===== src/rtl/tone_seq_gen_if.sv =====
// Control/status bundle for the buzzer tone sequencer.
// Latency: n/a (wires only).
// Backpressure: none; start/stop/wr_en are single-cycle pulses sampled on clk.
interface tone_seq_gen_if #(
    parameter int PERIOD_W = 20,
    parameter int DUR_W    = 26,
    parameter int ADDR_W   = 3
);
    logic [1:0]          mode;
    logic [ADDR_W-1:0]   last_idx;
    logic                start;
    logic                stop;
    logic                wr_en;
    logic [ADDR_W-1:0]   wr_addr;
    logic [PERIOD_W-1:0] wr_half;
    logic [DUR_W-1:0]    wr_dur;
    logic                beep;
    logic                busy;
    logic [ADDR_W-1:0]   note_idx;
    logic                done;

    // Controller side: issues commands and table writes, watches status.
    modport master (
        output mode, last_idx, start, stop, wr_en, wr_addr, wr_half, wr_dur,
        input  beep, busy, note_idx, done
    );

    // Sequencer side.
    modport slave (
        input  mode, last_idx, start, stop, wr_en, wr_addr, wr_half, wr_dur,
        output beep, busy, note_idx, done
    );
endinterface


===== src/rtl/tone_seq_gen.sv =====
// Buzzer tone sequencer: plays a note table (half-period, duration) as a square wave.
// Latency: start -> LOAD next cycle; each note = 1 LOAD + max(dur,1) PLAY cycles.
// Backpressure: none; start is ignored while busy, stop aborts immediately.
module tone_seq_gen #(
    parameter int PERIOD_W = 20,
    parameter int DUR_W    = 26,
    parameter int ADDR_W   = 3
) (
    input  logic          clk,
    input  logic          rst,
    tone_seq_gen_if.slave bus
);
    localparam int DEPTH = 1 << ADDR_W;

    typedef enum logic [1:0] {
        S_IDLE = 2'd0,
        S_LOAD = 2'd1,
        S_PLAY = 2'd2
    } state_t;

    state_t state;
    state_t state_nxt;

    // Note table: plain register storage, deliberately not cleared by rst.
    logic [PERIOD_W-1:0] tbl_half [DEPTH];
    logic [DUR_W-1:0]    tbl_dur  [DEPTH];

    // Working copy of the note being played, so table writes never disturb it.
    logic [PERIOD_W-1:0] hp;
    logic [PERIOD_W-1:0] per_cnt;
    logic [DUR_W-1:0]    dur_cnt;
    logic [1:0]          mode_l;
    logic [ADDR_W-1:0]   last_l;
    logic [ADDR_W-1:0]   note_idx;
    logic                beep;
    logic                done;

    logic tone_mode;
    logic loop_mode;
    logic more_notes;
    logic note_end;
    logic go;

    // Mode 11 falls through to one-shot because only 00 and 10 are decoded.
    assign tone_mode  = (mode_l == 2'b00);
    assign loop_mode  = (mode_l == 2'b10);
    assign more_notes = (note_idx < last_l);
    assign note_end   = (state == S_PLAY) && !tone_mode && (dur_cnt == DUR_W'(1));
    assign go         = bus.start && !bus.stop;

    // Table write port; a write in the same cycle as rst is discarded.
    always_ff @(posedge clk) begin
        if (bus.wr_en && !rst) begin
            tbl_half[bus.wr_addr] <= bus.wr_half;
            tbl_dur[bus.wr_addr]  <= bus.wr_dur;
        end
    end

    // State register.
    always_ff @(posedge clk) begin
        if (rst) begin
            state <= S_IDLE;
        end else begin
            state <= state_nxt;
        end
    end

    // Next-state: stop always wins; a one-shot ends after its last note.
    always_comb begin
        state_nxt = state;
        case (state)
            S_IDLE: begin
                if (go) begin
                    state_nxt = S_LOAD;
                end
            end
            S_LOAD: begin
                state_nxt = bus.stop ? S_IDLE : S_PLAY;
            end
            S_PLAY: begin
                if (bus.stop) begin
                    state_nxt = S_IDLE;
                end else if (note_end) begin
                    state_nxt = (loop_mode || more_notes) ? S_LOAD : S_IDLE;
                end
            end
            default: begin
                state_nxt = S_IDLE;
            end
        endcase
    end

    // Datapath: note loading, half-period/duration counting and registered outputs.
    always_ff @(posedge clk) begin
        if (rst) begin
            hp       <= '0;
            per_cnt  <= '0;
            dur_cnt  <= '0;
            mode_l   <= '0;
            last_l   <= '0;
            note_idx <= '0;
            beep     <= 1'b0;
            done     <= 1'b0;
        end else begin
            done <= 1'b0;
            case (state)
                S_IDLE: begin
                    beep <= 1'b0;
                    if (go) begin
                        note_idx <= '0;
                        mode_l   <= bus.mode;
                        last_l   <= bus.last_idx;
                    end
                end
                S_LOAD: begin
                    beep <= 1'b0;
                    if (bus.stop) begin
                        note_idx <= '0;
                    end else begin
                        hp      <= tbl_half[note_idx];
                        per_cnt <= '0;
                        dur_cnt <= (tbl_dur[note_idx] == '0) ? DUR_W'(1) : tbl_dur[note_idx];
                    end
                end
                S_PLAY: begin
                    if (bus.stop) begin
                        beep     <= 1'b0;
                        note_idx <= '0;
                    end else begin
                        // A zero half-period is a rest: output held low, counter parked.
                        if (hp == '0) begin
                            beep    <= 1'b0;
                            per_cnt <= '0;
                        end else if (per_cnt == hp - PERIOD_W'(1)) begin
                            beep    <= ~beep;
                            per_cnt <= '0;
                        end else begin
                            per_cnt <= per_cnt + PERIOD_W'(1);
                        end

                        if (!tone_mode) begin
                            dur_cnt <= dur_cnt - DUR_W'(1);
                        end

                        if (note_end) begin
                            if (more_notes) begin
                                note_idx <= note_idx + ADDR_W'(1);
                            end else if (loop_mode) begin
                                note_idx <= '0;
                            end else begin
                                beep <= 1'b0;
                                done <= 1'b1;
                            end
                        end
                    end
                end
                default: begin
                    beep <= 1'b0;
                end
            endcase
        end
    end

    // Status outputs.
    always_comb begin
        bus.busy     = (state != S_IDLE);
        bus.beep     = beep;
        bus.note_idx = note_idx;
        bus.done     = done;
    end
endmodule


===== src/flat_wrapper.sv =====
// flat-port wrapper written by rule: the top's interface ports become plain ports
module tone_seq_gen_flat 
#(
    parameter int PERIOD_W = 20,
    parameter int DUR_W    = 26,
    parameter int ADDR_W   = 3
)
  (clk, rst, bus_mode, bus_last_idx, bus_start, bus_stop, bus_wr_en, bus_wr_addr, bus_wr_half, bus_wr_dur, bus_beep, bus_busy, bus_note_idx, bus_done);
  tone_seq_gen_if #(.PERIOD_W(PERIOD_W), .DUR_W(DUR_W), .ADDR_W(ADDR_W)) bus_i ();
  input  logic clk;
  input  logic rst;
  input wire logic [$bits(bus_i.mode)-1:0] bus_mode;
  input wire logic [$bits(bus_i.last_idx)-1:0] bus_last_idx;
  input wire logic [$bits(bus_i.start)-1:0] bus_start;
  input wire logic [$bits(bus_i.stop)-1:0] bus_stop;
  input wire logic [$bits(bus_i.wr_en)-1:0] bus_wr_en;
  input wire logic [$bits(bus_i.wr_addr)-1:0] bus_wr_addr;
  input wire logic [$bits(bus_i.wr_half)-1:0] bus_wr_half;
  input wire logic [$bits(bus_i.wr_dur)-1:0] bus_wr_dur;
  output wire logic [$bits(bus_i.beep)-1:0] bus_beep;
  output wire logic [$bits(bus_i.busy)-1:0] bus_busy;
  output wire logic [$bits(bus_i.note_idx)-1:0] bus_note_idx;
  output wire logic [$bits(bus_i.done)-1:0] bus_done;
  assign bus_i.mode = bus_mode;
  assign bus_i.last_idx = bus_last_idx;
  assign bus_i.start = bus_start;
  assign bus_i.stop = bus_stop;
  assign bus_i.wr_en = bus_wr_en;
  assign bus_i.wr_addr = bus_wr_addr;
  assign bus_i.wr_half = bus_wr_half;
  assign bus_i.wr_dur = bus_wr_dur;
  assign bus_beep = bus_i.beep;
  assign bus_busy = bus_i.busy;
  assign bus_note_idx = bus_i.note_idx;
  assign bus_done = bus_i.done;
  tone_seq_gen #(.PERIOD_W(PERIOD_W), .DUR_W(DUR_W), .ADDR_W(ADDR_W)) u_core (.clk(clk), .rst(rst), .bus(bus_i));
endmodule

===== config.mk =====
export PLATFORM = sky130hd
export DESIGN_NAME = tone_seq_gen_flat
export DESIGN_NICKNAME = d
export VERILOG_FILES = /design/src/rtl/tone_seq_gen_if.sv /design/src/rtl/tone_seq_gen.sv /design/src/flat_wrapper.sv
export SDC_FILE = /design/constraint.sdc
export NUM_CORES = 1
export LEC_CHECK = 0
export CAP_MARGIN = 20
export CELL_PAD_IN_SITES_DETAIL_PLACEMENT = 1
export CELL_PAD_IN_SITES_GLOBAL_PLACEMENT = 1
export CORE_MARGIN = 2
export CORE_UTILIZATION = 58
export CTS_BUF_LIST = sky130_fd_sc_hd__clkbuf_8
export CTS_CLUSTER_SIZE = 14
export DETAILED_ROUTE_END_ITERATION = 10
export HOLD_SLACK_MARGIN = 0.12
export PLACE_DENSITY_LB_ADDON = 0.1
export SYNTH_ARGS = -nofsm -noshare
export SYNTH_HDL_FRONTEND = slang
export SYNTH_SLANG_ARGS = --single-unit

===== constraint.sdc =====
create_clock -name clk -period 9.1 [get_ports clk]
set_input_delay 1.82 -clock clk [delete_from_list [all_inputs] [get_ports clk]]
set_output_delay 1.82 -clock clk [all_outputs]
set_load 0.01 [all_outputs]

==> results of run 1 <==
-- layout make-up --
class                           instances  area, µm²  area share
Clock inverter                         54        300      0.0142
Multi-Input combinational cell        666       5820       0.275
Sequential cell                       449      12700       0.599
Antenna cell                            1       2.50    0.000118
Inverter                               10       37.5     0.00177
Tap cell                              402        503      0.0237
Timing Repair Buffer                   85        798      0.0377
Clock buffer                           75       1030      0.0487
-- worst register-to-register path: cells and delay by family, from the launching register on --
kind	cells	cell delay, ps
AO/OA/AOI/OAI	3	600
buffers and inverters	1	690
multiplexers	1	690
AND/OR/NAND/NOR	4	1290
flip-flops	1	420
-- state kept, by name, indices dropped and copies added (netlist names), named ones only --
name and count:
u_core.mode_l 2, u_core.bus.note_idx 3, u_core.hp 20, u_core.state 2, u_core.bus.done 1, u_core.tbl_dur 208
u_core.dur_cnt 26, u_core.tbl_half 160, u_core.per_cnt 20, u_core.last_l 3, u_core.bus.beep 1
-- logic make-up after synthesis --
kind of cell / synth area share
xor+xnor: 0.0121
mux: 0.138
buf+inv: 0.0192
fa+ha+maj: 0.00466
flops: 0.674
compound gates: 0.0603
simple gates: 0.0912
-- Yosys cell counts, types with 3 or more instances --
library cell,count
edfxtp_1,368
nor2_1,94
mux4_2,92
dfxtp_1,81
nand2_1,54
clkbuf_1,45
mux2i_1,42
o21ai_0,33
a21oi_1,32
nor3_1,32
nor4_1,30
a211oi_1,29
buf_1,21
nand3_1,18
xnor2_1,13
xor2_1,13
or3_1,12
o22ai_1,11
inv_1,10
nand2b_1,10
a22oi_1,9
mux2_2,9
nor4b_1,9
or4_1,9
ha_1,7
nand3b_1,7
nand4_1,7
nor2b_1,7
nor3b_1,7
a21o_1,6
buf_2,6
o22a_1,6
a211o_1,5
o21a_1,5
and4_1,4
buf_6,4
nand4b_1,4
a221oi_1,3
a32oi_1,3
and3_1,3
o31ai_1,3
o41ai_1,3
or2_2,3
or3b_2,3
-- worst min path at each step --
stage,cells after the start,slack [ps],startpoint,to
3_3_place_gp,2,490,u_core.last_l[0]$_SDFFE_PP0P_,u_core.last_l[0]$_SDFFE_PP0P_
6_report,2,510,u_core.dur_cnt[6]$_SDFFE_PP0P_,u_core.dur_cnt[6]$_SDFFE_PP0P_
2_1_floorplan,2,450,u_core.dur_cnt[6]$_SDFFE_PP0P_,u_core.dur_cnt[6]$_SDFFE_PP0P_
3_5_place_dp,2,500,u_core.dur_cnt[6]$_SDFFE_PP0P_,u_core.dur_cnt[6]$_SDFFE_PP0P_
5_1_grt,2,560,u_core.dur_cnt[6]$_SDFFE_PP0P_,u_core.dur_cnt[6]$_SDFFE_PP0P_
4_1_cts,2,520,u_core.dur_cnt[6]$_SDFFE_PP0P_,u_core.dur_cnt[6]$_SDFFE_PP0P_
-- per-stage QoR --
step           cell area [µm²]  setup WS [ps]  utilization
6_report                 21200           5150        0.668
5_1_grt                  21200           5040        0.668
4_1_cts                  21200           5110        0.667
3_5_place_dp             19800           4800        0.625
3_3_place_gp             19800           4860        0.625
2_1_floorplan            18800           2980            -
-- per-layer routing --
| layer | part of all wire | GRT usage | vias up |
|---|---|---|---|
| met5 | 0 | 0 | - |
| li1 | - | - | 4976 |
| met4 | 0.031 | 0.116 | 0 |
| met2 | 0.48 | 0.440 | 444 |
| met1 | 0.42 | 0.388 | 5733 |
| met3 | 0.074 | 0.0725 | 101 |
-- power groups by stage --
stage	Sequential, mW	Combinational [mW]	Clock, mW
2_1_floorplan	2.32	0.127	0
4_1_cts	2.29	0.217	1.66
3_3_place_gp	2.32	0.205	0
3_5_place_dp	2.33	0.215	0
6_report	2.29	0.219	1.63
5_1_grt	2.29	0.239	1.75
==> impl_metrics.env, run 1 <==
export IMPL_cp_required_ps=7280
export IMPL_ys_seq_area_frac=0.674
export IMPL_area_delta_synth_final_pct=12.7
export IMPL_finalSetupViolCount=0
export IMPL_coreArea_um2=31700
export IMPL_grt_max_degree=73
export IMPL_layout_commonest_cell="edfxtp_1"
export IMPL_cts_tree="yes"
export IMPL_clock_sinks=449
export IMPL_p_total_mw=4.14
export IMPL_yosysUniqueCellTypes=68
export IMPL_critical_path_class="reg -> out"
export IMPL_synthCells=1201
export IMPL_cp_startpoint="u_core.bus.note_idx[1]$_SDFFE_PP0P_"
export IMPL_drt_vias_per_instance=6.46
export IMPL_outcome="finished clean"
export IMPL_drv_cap=0
export IMPL_min_delay_path_class="reg -> reg"
export IMPL_clockPowerShare=0.394
export IMPL_die_h_um=184
export IMPL_min_period_ps=3950
export IMPL_fin_cells=1742
export IMPL_start_util=0.592
export IMPL_synth_area_um2=18800
export IMPL_port_buffers=64
export IMPL_cp_endpoint="bus_note_idx[1]"
export IMPL_synth_edff_count=368
export IMPL_post_drt_wl_per_cell_um=26.3
export IMPL_clock_path_buffers=3
export IMPL_fillers=2806
export IMPL_dr_pass1_iters=5
export IMPL_hold_ws_ps=513
export IMPL_post_cts_setup_buffers=0
export IMPL_totalWireLength_um=45800
export IMPL_startpoint_type="register"
export IMPL_power_frac_seq=0.553
export IMPL_clock_skew_ps=34.6
export IMPL_clock_latency_ps=650
export IMPL_drc=0
export IMPL_report_final_slew_viol_count=0
export IMPL_rsz0062_at_grt="no"
export IMPL_arrival_ps=2130
export IMPL_dp_cells=1611
export IMPL_min_period_over_period=0.434
export IMPL_ctsResizeCount=0
export IMPL_grt_pass1_vias=12000
export IMPL_syn_nets=1267
export IMPL_slowest_delay_ps=670
export IMPL_yosysTopAreaCellShare=0.588
export IMPL_globalplace_congestion=0.807
export IMPL_cellLeakagePower_nw=6.67
export IMPL_path_cells="buf_4 > clkdlybuf4s50_1"
export IMPL_synth_top_area_cell="edfxtp_1"
export IMPL_reg2reg_depth=9
export IMPL_ys_flop_type="edfxtp_1"
export IMPL_drt_iter0_drc=833
export IMPL_synth_ff_latch_count=449
export IMPL_grt_overflow_total=0
export IMPL_synth_area_per_cell_um2=15.6
export IMPL_io_pin_count=65
export IMPL_pwr_share_comb=0.053
export IMPL_route_vias_total=11300
export IMPL_powerDensity_nw_per_um2=195
export IMPL_dp_hpwl_um=26800
export IMPL_drive_gt1_frac=0.180
export IMPL_ant_nets=0
export IMPL_ys_warn_count=0
export IMPL_final_hold_viol_count=0
export IMPL_cp_max_fo=44
export IMPL_endpoint_kind="output port"
export IMPL_tightest_slew_ps=978
export IMPL_fmax_mhz=253
export IMPL_slew_headroom=0.346
export IMPL_final_cell_mix="edfxtp_1, mux4_2, nor2_1, dfxtp_1, clkbuf_8"
export IMPL_internal_power_mw=3.16
export IMPL_antenna_found_initial=2
export IMPL_final_nets=1351
export IMPL_ir_drop_v=0.000197
export IMPL_synth_area_leaders="edfxtp_1, mux4_2, dfxtp_1"
export IMPL_r2r_end="u_core.dur_cnt[0]$_SDFFE_PP0P_"
export IMPL_cts_root_buf="clkbuf_8"
export IMPL_path_delay_family="buffers and inverters"
export IMPL_hold_buffers=0
export IMPL_synthArstFlopShare=0
export IMPL_rrSetupSlack_ps=5350
export IMPL_die_area_um2=33800
export IMPL_tns_ps=0
export IMPL_die_w_um=184
export IMPL_clkTransAtPathRegs_ps=60
export IMPL_p_sw_uw=976
export IMPL_htree_num_levels=3
export IMPL_switching_share=0.236
export IMPL_crit_cells=2
export IMPL_critPathBufInv=2
export IMPL_numCtsBuffers=73
export IMPL_grt_pass1_wl_um=71100
export IMPL_rows=65
export IMPL_slowest_stage="clkdlybuf4s50_1"
export IMPL_grt_use_total=0.284
Note: power is estimated with default switching activity, not from simulation.
==> inputs of run 2 (changes only) <==
--- a/config.mk
+++ b/config.mk
@@ -9,7 +9,7 @@
 export CELL_PAD_IN_SITES_DETAIL_PLACEMENT = 1
 export CELL_PAD_IN_SITES_GLOBAL_PLACEMENT = 1
 export CORE_MARGIN = 2
-export CORE_UTILIZATION = 58
+export CORE_UTILIZATION = 49
 export CTS_BUF_LIST = sky130_fd_sc_hd__clkbuf_8
 export CTS_CLUSTER_SIZE = 14
 export DETAILED_ROUTE_END_ITERATION = 10
==> constraint.sdc (replaced) <==
create_clock -name clk -period 3.4 [get_ports clk]
set_input_delay 0.68 -clock clk [delete_from_list [all_inputs] [get_ports clk]]
set_output_delay 0.68 -clock clk [all_outputs]
set_load 0.01 [all_outputs]
==> run 2 against run 1 <==
- sequential share of layout area shrank 1.4 points
- global-route usage shrank 5.3 points
- final cell count grew 7.4%
- hold slack gained 7.0 ps
- combinational power grew to 2.7 times the previous value
- flip-flop and latch count is the same
- critical path depth grew 9
- critical endpoint is now u_core.per_cnt[17]$_SDFFE_PP0P_
- largest power group unchanged
==> impl_metrics.env, run 2 (synthesis gave the netlist of run 1 again) <==
export IMPL_fmax_mhz=315
export IMPL_area_delta_synth_final_pct=15.4
export IMPL_cts_tree="yes"
export IMPL_clkTransAtPathRegs_ps=60
export IMPL_port_buffers=64
export IMPL_num_antenna_cells=0
export IMPL_ant_nets=0
export IMPL_clockPowerShare=0.400
export IMPL_route_vias_total=11100
export IMPL_cp_max_fo=36
export IMPL_final_nets=1367
export IMPL_largest_register="u_core.tbl_dur"
export IMPL_min_period_over_period=0.932
export IMPL_drive_gt1_frac=0.193
export IMPL_internal_power_mw=8.64
export IMPL_outcome="finished clean"
export IMPL_clock_skew_ps=13.2
export IMPL_setup_ws_ps=230
export IMPL_dp_hpwl_um=26500
export IMPL_clock_path_buffers=3
export IMPL_placed_cell_area_um2=20300
export IMPL_arrival_ps=3670
export IMPL_drc=0
export IMPL_numCtsBuffers=75
export IMPL_switching_share=0.227
export IMPL_coreArea_um2=37800
export IMPL_cellLeakagePower_nw=6.84
export IMPL_hold_ws_ps=519
export IMPL_endpoint_kind="register"
export IMPL_antenna_found_initial=2
export IMPL_layout_commonest_cell="edfxtp_1"
export IMPL_min_delay_path_class="reg -> reg"
export IMPL_drt_iter0_drc=659
export IMPL_grt_use_total=0.231
export IMPL_largest_register_ffs=208
export IMPL_final_cell_mix="edfxtp_1, mux4_2, nor2_1, clkbuf_8, dfxtp_1"
export IMPL_final_core_util=0.574
export IMPL_tightest_slew_ps=1020
export IMPL_report_final_slew_viol_count=0
export IMPL_drv_cap=0
export IMPL_clock_latency_ps=610
export IMPL_rsz0062_at_grt="no"
export IMPL_pwr_share_comb=0.053
export IMPL_cp_required_ps=3900
export IMPL_die_w_um=200
export IMPL_stdcell_area_um2=21700
export IMPL_powerDensity_nw_per_um2=516
export IMPL_dr_pass1_iters=5
export IMPL_dpl_worst_slack_ps=144
export IMPL_final_hold_viol_count=0
export IMPL_start_util=0.498
export IMPL_startpoint_type="register"
export IMPL_power_frac_seq=0.547
export IMPL_clock_sinks=449
export IMPL_ir_drop_v=0.000421
export IMPL_grt_pass1_vias=11500
export IMPL_slew_headroom=0.323
export IMPL_grt_pass1_wl_um=68800
export IMPL_post_cts_setup_buffers=0
export IMPL_io_pin_count=65
export IMPL_die_area_um2=39900
export IMPL_htree_num_levels=3
export IMPL_finalSetupViolCount=0
export IMPL_rows=71
export IMPL_cts_root_buf="clkbuf_8"
export IMPL_globalplace_congestion=0.824
export IMPL_grt_overflow_total=0
export IMPL_totalWireLength_um=44400
export IMPL_die_h_um=200
export IMPL_reg_top3="u_core.tbl_dur: 208 flops, u_core.tbl_half: 160 flops, u_core.dur_cnt: 26 flops"
export IMPL_critical_path_class="reg -> reg"
export IMPL_rrSetupSlack_ps=230
export IMPL_p_total_mw=11.2
export IMPL_min_period_ps=3170
export IMPL_grt_max_degree=95
export IMPL_post_drt_wl_per_cell_um=23.7
export IMPL_fillers=3489
export IMPL_drt_vias_per_instance=5.92
export IMPL_p_sw_mw=2.54
run 2: final timing paths:
| kind | start | depth (start not counted) | endpoint |
|---|---|---|---|
| worst min register to register | u_core.last_l[0]$_SDFFE_PP0P_ | 2 | u_core.last_l[0]$_SDFFE_PP0P_ |
| worst max-delay path | u_core.hp[1]$_SDFFE_PP0P_ | 11 | u_core.per_cnt[17]$_SDFFE_PP0P_ |
| worst max register to register | u_core.hp[1]$_SDFFE_PP0P_ | 11 | u_core.per_cnt[17]$_SDFFE_PP0P_ |
| worst min-delay path | u_core.last_l[0]$_SDFFE_PP0P_ | 2 | u_core.last_l[0]$_SDFFE_PP0P_ |
run 2: stage by stage:
stage	cells	TNS (ps)
2_1_floorplan	1201	-85780
3_3_place_gp	1735	0
3_5_place_dp	1735	0
4_1_cts	1871	0
5_1_grt	1871	0
6_report	1871	0
run 2: worst max-delay path: stages, from the launching register on:
cell and delay, ps:
dfxtp_1 370, inv_1 80, ha_1 250, or3b_1 460, nor4_4 320, mux2_2 380
a31oi_1 130, o2111ai_1 180, nor4b_4 300, buf_12 240, nor4_1 80, a211o_1 270
run 2: what timing repair did:
item	4_1_cts	5_1_grt
hold buffers	0	0
endpoints found under the setup margin	0	11
resized for setup	0	1
run 2: final cells by class:
type                       count  area [µm²]  share of cell area
timing repair buffer          99        1090              0.0501
sequential                   449       12700               0.585
clock inverter                56         299              0.0138
multi-input combinational    666        5850               0.270
inverter                      10        37.5             0.00173
clock buffer                  80        1100              0.0508
tap                          511         639              0.0295
run 2: per-layer routing:
metal / wire length, µm / vias to the layer above / GRT usage
met5: 11 / - / 0
met4: 707 / 2 / 0.0678
li1: - / 5025 / -
met3: 2360 / 54 / 0.0445
met1: 21000 / 5747 / 0.343
met2: 20300 / 254 / 0.350
run 2: power by group through the flow:
stage	combinational [mW]	sequential (mW)	clock, mW
6_report	0.594	6.11	4.47
4_1_cts	0.594	6.11	4.61
5_1_grt	0.654	6.12	4.86
3_3_place_gp	0.571	6.22	0
3_5_place_dp	0.591	6.23	0
2_1_floorplan	0.342	6.21	0
==> inputs of run 3 (changes only) <==
--- a/config.mk
+++ b/config.mk
@@ -5,11 +5,13 @@
 export SDC_FILE = /design/constraint.sdc
 export NUM_CORES = 1
 export LEC_CHECK = 0
+export ABC_AREA = 1
+export ABC_CLOCK_PERIOD_IN_PS = 3400
 export CAP_MARGIN = 20
 export CELL_PAD_IN_SITES_DETAIL_PLACEMENT = 1
 export CELL_PAD_IN_SITES_GLOBAL_PLACEMENT = 1
 export CORE_MARGIN = 2
-export CORE_UTILIZATION = 49
+export CORE_UTILIZATION = 46
 export CTS_BUF_LIST = sky130_fd_sc_hd__clkbuf_8
 export CTS_CLUSTER_SIZE = 14
 export DETAILED_ROUTE_END_ITERATION = 10
==> run 3 against run 2 <==
- clock skew is 15 ps higher
- count of clock-buffer cells in the layout increased by 2
- register-to-register slack gained 570 ps
- sequential power grew 1%
- via count increased by 29%
- non-clock buffer count down 7
- first-iteration DRC count is 55% higher
- worst setup slack better by 430 ps
- combinational power increased to 3.0 times the previous value
- core utilization down 4.5 points
- final area increased by 2.7%
- critical endpoint is now bus_note_idx[1]
- largest power group unchanged
==> impl_metrics.env, run 3 <==
export IMPL_outcome="finished clean"
export IMPL_drt_iter0_drc=1019
export IMPL_endpoint_kind="output port"
export IMPL_slew_headroom=0.311
export IMPL_p_sw_mw=3.47
export IMPL_pwr_share_comb=0.142
export IMPL_r2r_end="u_core.per_cnt[12]$_SDFFE_PP0P_"
export IMPL_ctsResizeCount=0
export IMPL_synth_area_per_cell_um2=10.3
export IMPL_final_cell_mix="nor2_1, edfxtp_1, nand2_1, o21ai_0, inv_1"
export IMPL_synth_area_leaders="edfxtp_1, dfxtp_1, nor2_1"
export IMPL_drt_vias_per_instance=5.56
export IMPL_cts_tree="yes"
export IMPL_cp_max_fo=39
export IMPL_post_cts_setup_buffers=0
export IMPL_synth_area_um2=19600
export IMPL_syn_nets=1970
export IMPL_cts_root_buf="clkbuf_8"
export IMPL_reg2reg_from="u_core.hp[0]$_SDFFE_PP0P_"
export IMPL_tns_ps=0
export IMPL_internal_power_mw=8.88
export IMPL_synth_top_area_cell="edfxtp_1"
export IMPL_stdcell_area_um2=22300
export IMPL_yosysUniqueCellTypes=41
export IMPL_dp_hpwl_um=32000
export IMPL_worst_hold_path_endpoint="u_core.last_l[1]$_SDFFE_PP0P_"
export IMPL_synth_cells_most_frequent="nor2_1, edfxtp_1, nand2_1, o21ai_0, nand3_1"
export IMPL_clock_skew_ps=28.6
export IMPL_clockPowerShare=0.357
export IMPL_startpoint_type="register"
export IMPL_arrival_ps=2060
export IMPL_grt_pass1_wl_um=84100
export IMPL_finalSetupViolCount=0
export IMPL_yosysTopAreaCellShare=0.564
export IMPL_drc=0
export IMPL_rsz0062_at_grt="no"
export IMPL_hold_ws_ps=461
export IMPL_route_vias_total=14300
export IMPL_rrSetupSlack_ps=800
export IMPL_placed_cell_area_um2=20900
export IMPL_start_util=0.466
export IMPL_reg2reg_depth=14
export IMPL_setup_ws_ps=660
export IMPL_synth_ff_latch_count=449
export IMPL_die_area_um2=44300
export IMPL_final_nets=2045
export IMPL_dpl_worst_slack_ps=618
export IMPL_area_delta_synth_final_pct=13.7
export IMPL_min_delay_path_class="reg -> reg"
export IMPL_min_period_over_period=0.806
export IMPL_io_pin_count=65
export IMPL_largest_register="u_core.tbl_dur"
export IMPL_cp_required_ps=2720
export IMPL_final_hold_viol_count=0
export IMPL_power_frac_seq=0.500
export IMPL_synth_edff_count=368
export IMPL_routed_wl_met2_um=24300
export IMPL_report_final_slew_viol_count=0
export IMPL_tightest_slew_ps=1030
export IMPL_drv_cap=0
export IMPL_dr_wl_met3_um=2880
export IMPL_ys_warn_count=0
export IMPL_grt_max_degree=105
export IMPL_switching_share=0.281
export IMPL_grt_overflow_total=0
export IMPL_clock_sinks=449
export IMPL_dr_pass1_iters=6
export IMPL_die_w_um=210
export IMPL_largest_register_ffs=208
export IMPL_critical_path_class="reg -> out"
export IMPL_hold_depth=2
export IMPL_coreArea_um2=42000
export IMPL_ant_nets=0
export IMPL_grt_pass1_vias=14900
export IMPL_fmax_mhz=365
export IMPL_synthCells=1904
export IMPL_port_buffers=64
export IMPL_synth_most_common_cell="nor2_1"
export IMPL_clkTransAtPathRegs_ps=50
export IMPL_maxUsedRoutingLayer="met5"
export IMPL_layout_commonest_cell="nor2_1"
export IMPL_clock_path_buffers=3
export IMPL_ys_seq_area_frac=0.647
export IMPL_antenna_found_initial=4
export IMPL_ir_drop_v=0.000360
export IMPL_hold_buffers=0
export IMPL_ys_flop_type="edfxtp_1"
export IMPL_powerDensity_nw_per_um2=555
export IMPL_clock_latency_ps=650
export IMPL_grt_use_total=0.247
export IMPL_numCtsBuffers=77
export IMPL_min_period_ps=2740
export IMPL_die_h_um=210
export IMPL_htree_num_levels=3
export IMPL_totalWireLength_um=53600
export IMPL_hp_start="u_core.last_l[1]$_SDFFE_PP0P_"
export IMPL_wl_met1_um=25300
export IMPL_globalplace_congestion=0.856
export IMPL_p_total_mw=12.4
export IMPL_rows=75
export IMPL_cellLeakagePower_nw=8.00
export IMPL_synthArstFlopShare=0
export IMPL_drive_gt1_frac=0.101
export IMPL_reg_top3="u_core.tbl_dur: 208 flops, u_core.tbl_half: 160 flops, u_core.dur_cnt: 26 flops"
export IMPL_post_drt_wl_per_cell_um=20.8
[run 3: changes by cell type in the layout (fill, tap and decap cells not counted), sizes merged, moves of 42 or more]
| cell | previous run | this run |
|---|---|---|
| mux2i | 42 | 0 |
| o21ai | 34 | 221 |
| inv | 37 | 141 |
| nand3 | 18 | 102 |
| nand2 | 54 | 272 |
| nor2 | 94 | 406 |
| mux4 | 92 | 0 |
[run 3: cell type report]
class | count | area (µm²)
flip-flops and latches | 449 | 12700
inverters | 104 | 390
clock inverters | 55 | 249
fillers | 4568 | 19800
diodes | 4 | 10.0
clock buffers | 82 | 1130
well taps | 539 | 674
multi-input cells | 1255 | 6150
repair buffers | 92 | 996
[run 3: worst max-delay path: stages (launching register included)]
cell	delay, ps
dfxtp_1	540
buf_12	270
clkdlybuf4s50_1	590
[run 3: how the worst max path moves through the flow]
stage | start | cells past startpoint | end
CTS | u_core.bus.note_idx[1]$_SDFFE_PP0P_ | 2 | bus_note_idx[1]
global route | u_core.hp[0]$_SDFFE_PP0P_ | 14 | u_core.per_cnt[1]$_SDFFE_PP0P_
global placement | bus_stop | 6 | u_core.dur_cnt[1]$_SDFFE_PP0P_
detailed placement | bus_stop | 6 | u_core.dur_cnt[1]$_SDFFE_PP0P_
floorplan | rst | 4 | u_core.tbl_dur[0][0]$_DFFE_PP_
finish | u_core.bus.note_idx[1]$_SDFFE_PP0P_ | 2 | bus_note_idx[1]
[run 3: metrics by stage]
| stage | std cells | util |
|---|---|---|
| after detailed placement | 2439 | 0.497 |
| after global placement | 2439 | 0.497 |
| after global routing | 2578 | 0.530 |
| final | 2580 | 0.530 |
| after CTS | 2576 | 0.530 |
| after floorplan | 1904 | - |
[run 3: power by group through the flow]
stage | Combinational, mW | Sequential (mW) | Clock, mW
floorplan | 1.16 | 6.26 | 0
global placement | 1.69 | 6.29 | 0
detailed placement | 1.75 | 6.29 | 0
CTS | 1.76 | 6.18 | 4.53
global route | 1.97 | 6.19 | 4.76
finish | 1.76 | 6.18 | 4.42
[run 3: metal layers]
layer	up-vias	global-route usage
li1	6814	-
met1	7113	0.350
met2	307	0.385
met3	103	0.0510
met4	4	0.0724
met5	-	0
[run 3: cells by family (layout without fill, tap and decap cells)]
family          after synthesis  count (layout)  synth area share
simple gates                833             833             0.180
flops                       449             449             0.647
compound gates              384             384             0.113
buf+inv                     200             333            0.0425
xor+xnor                     31              31            0.0139
fa+ha+maj                     7               7           0.00447
other cells                   0               4                 0
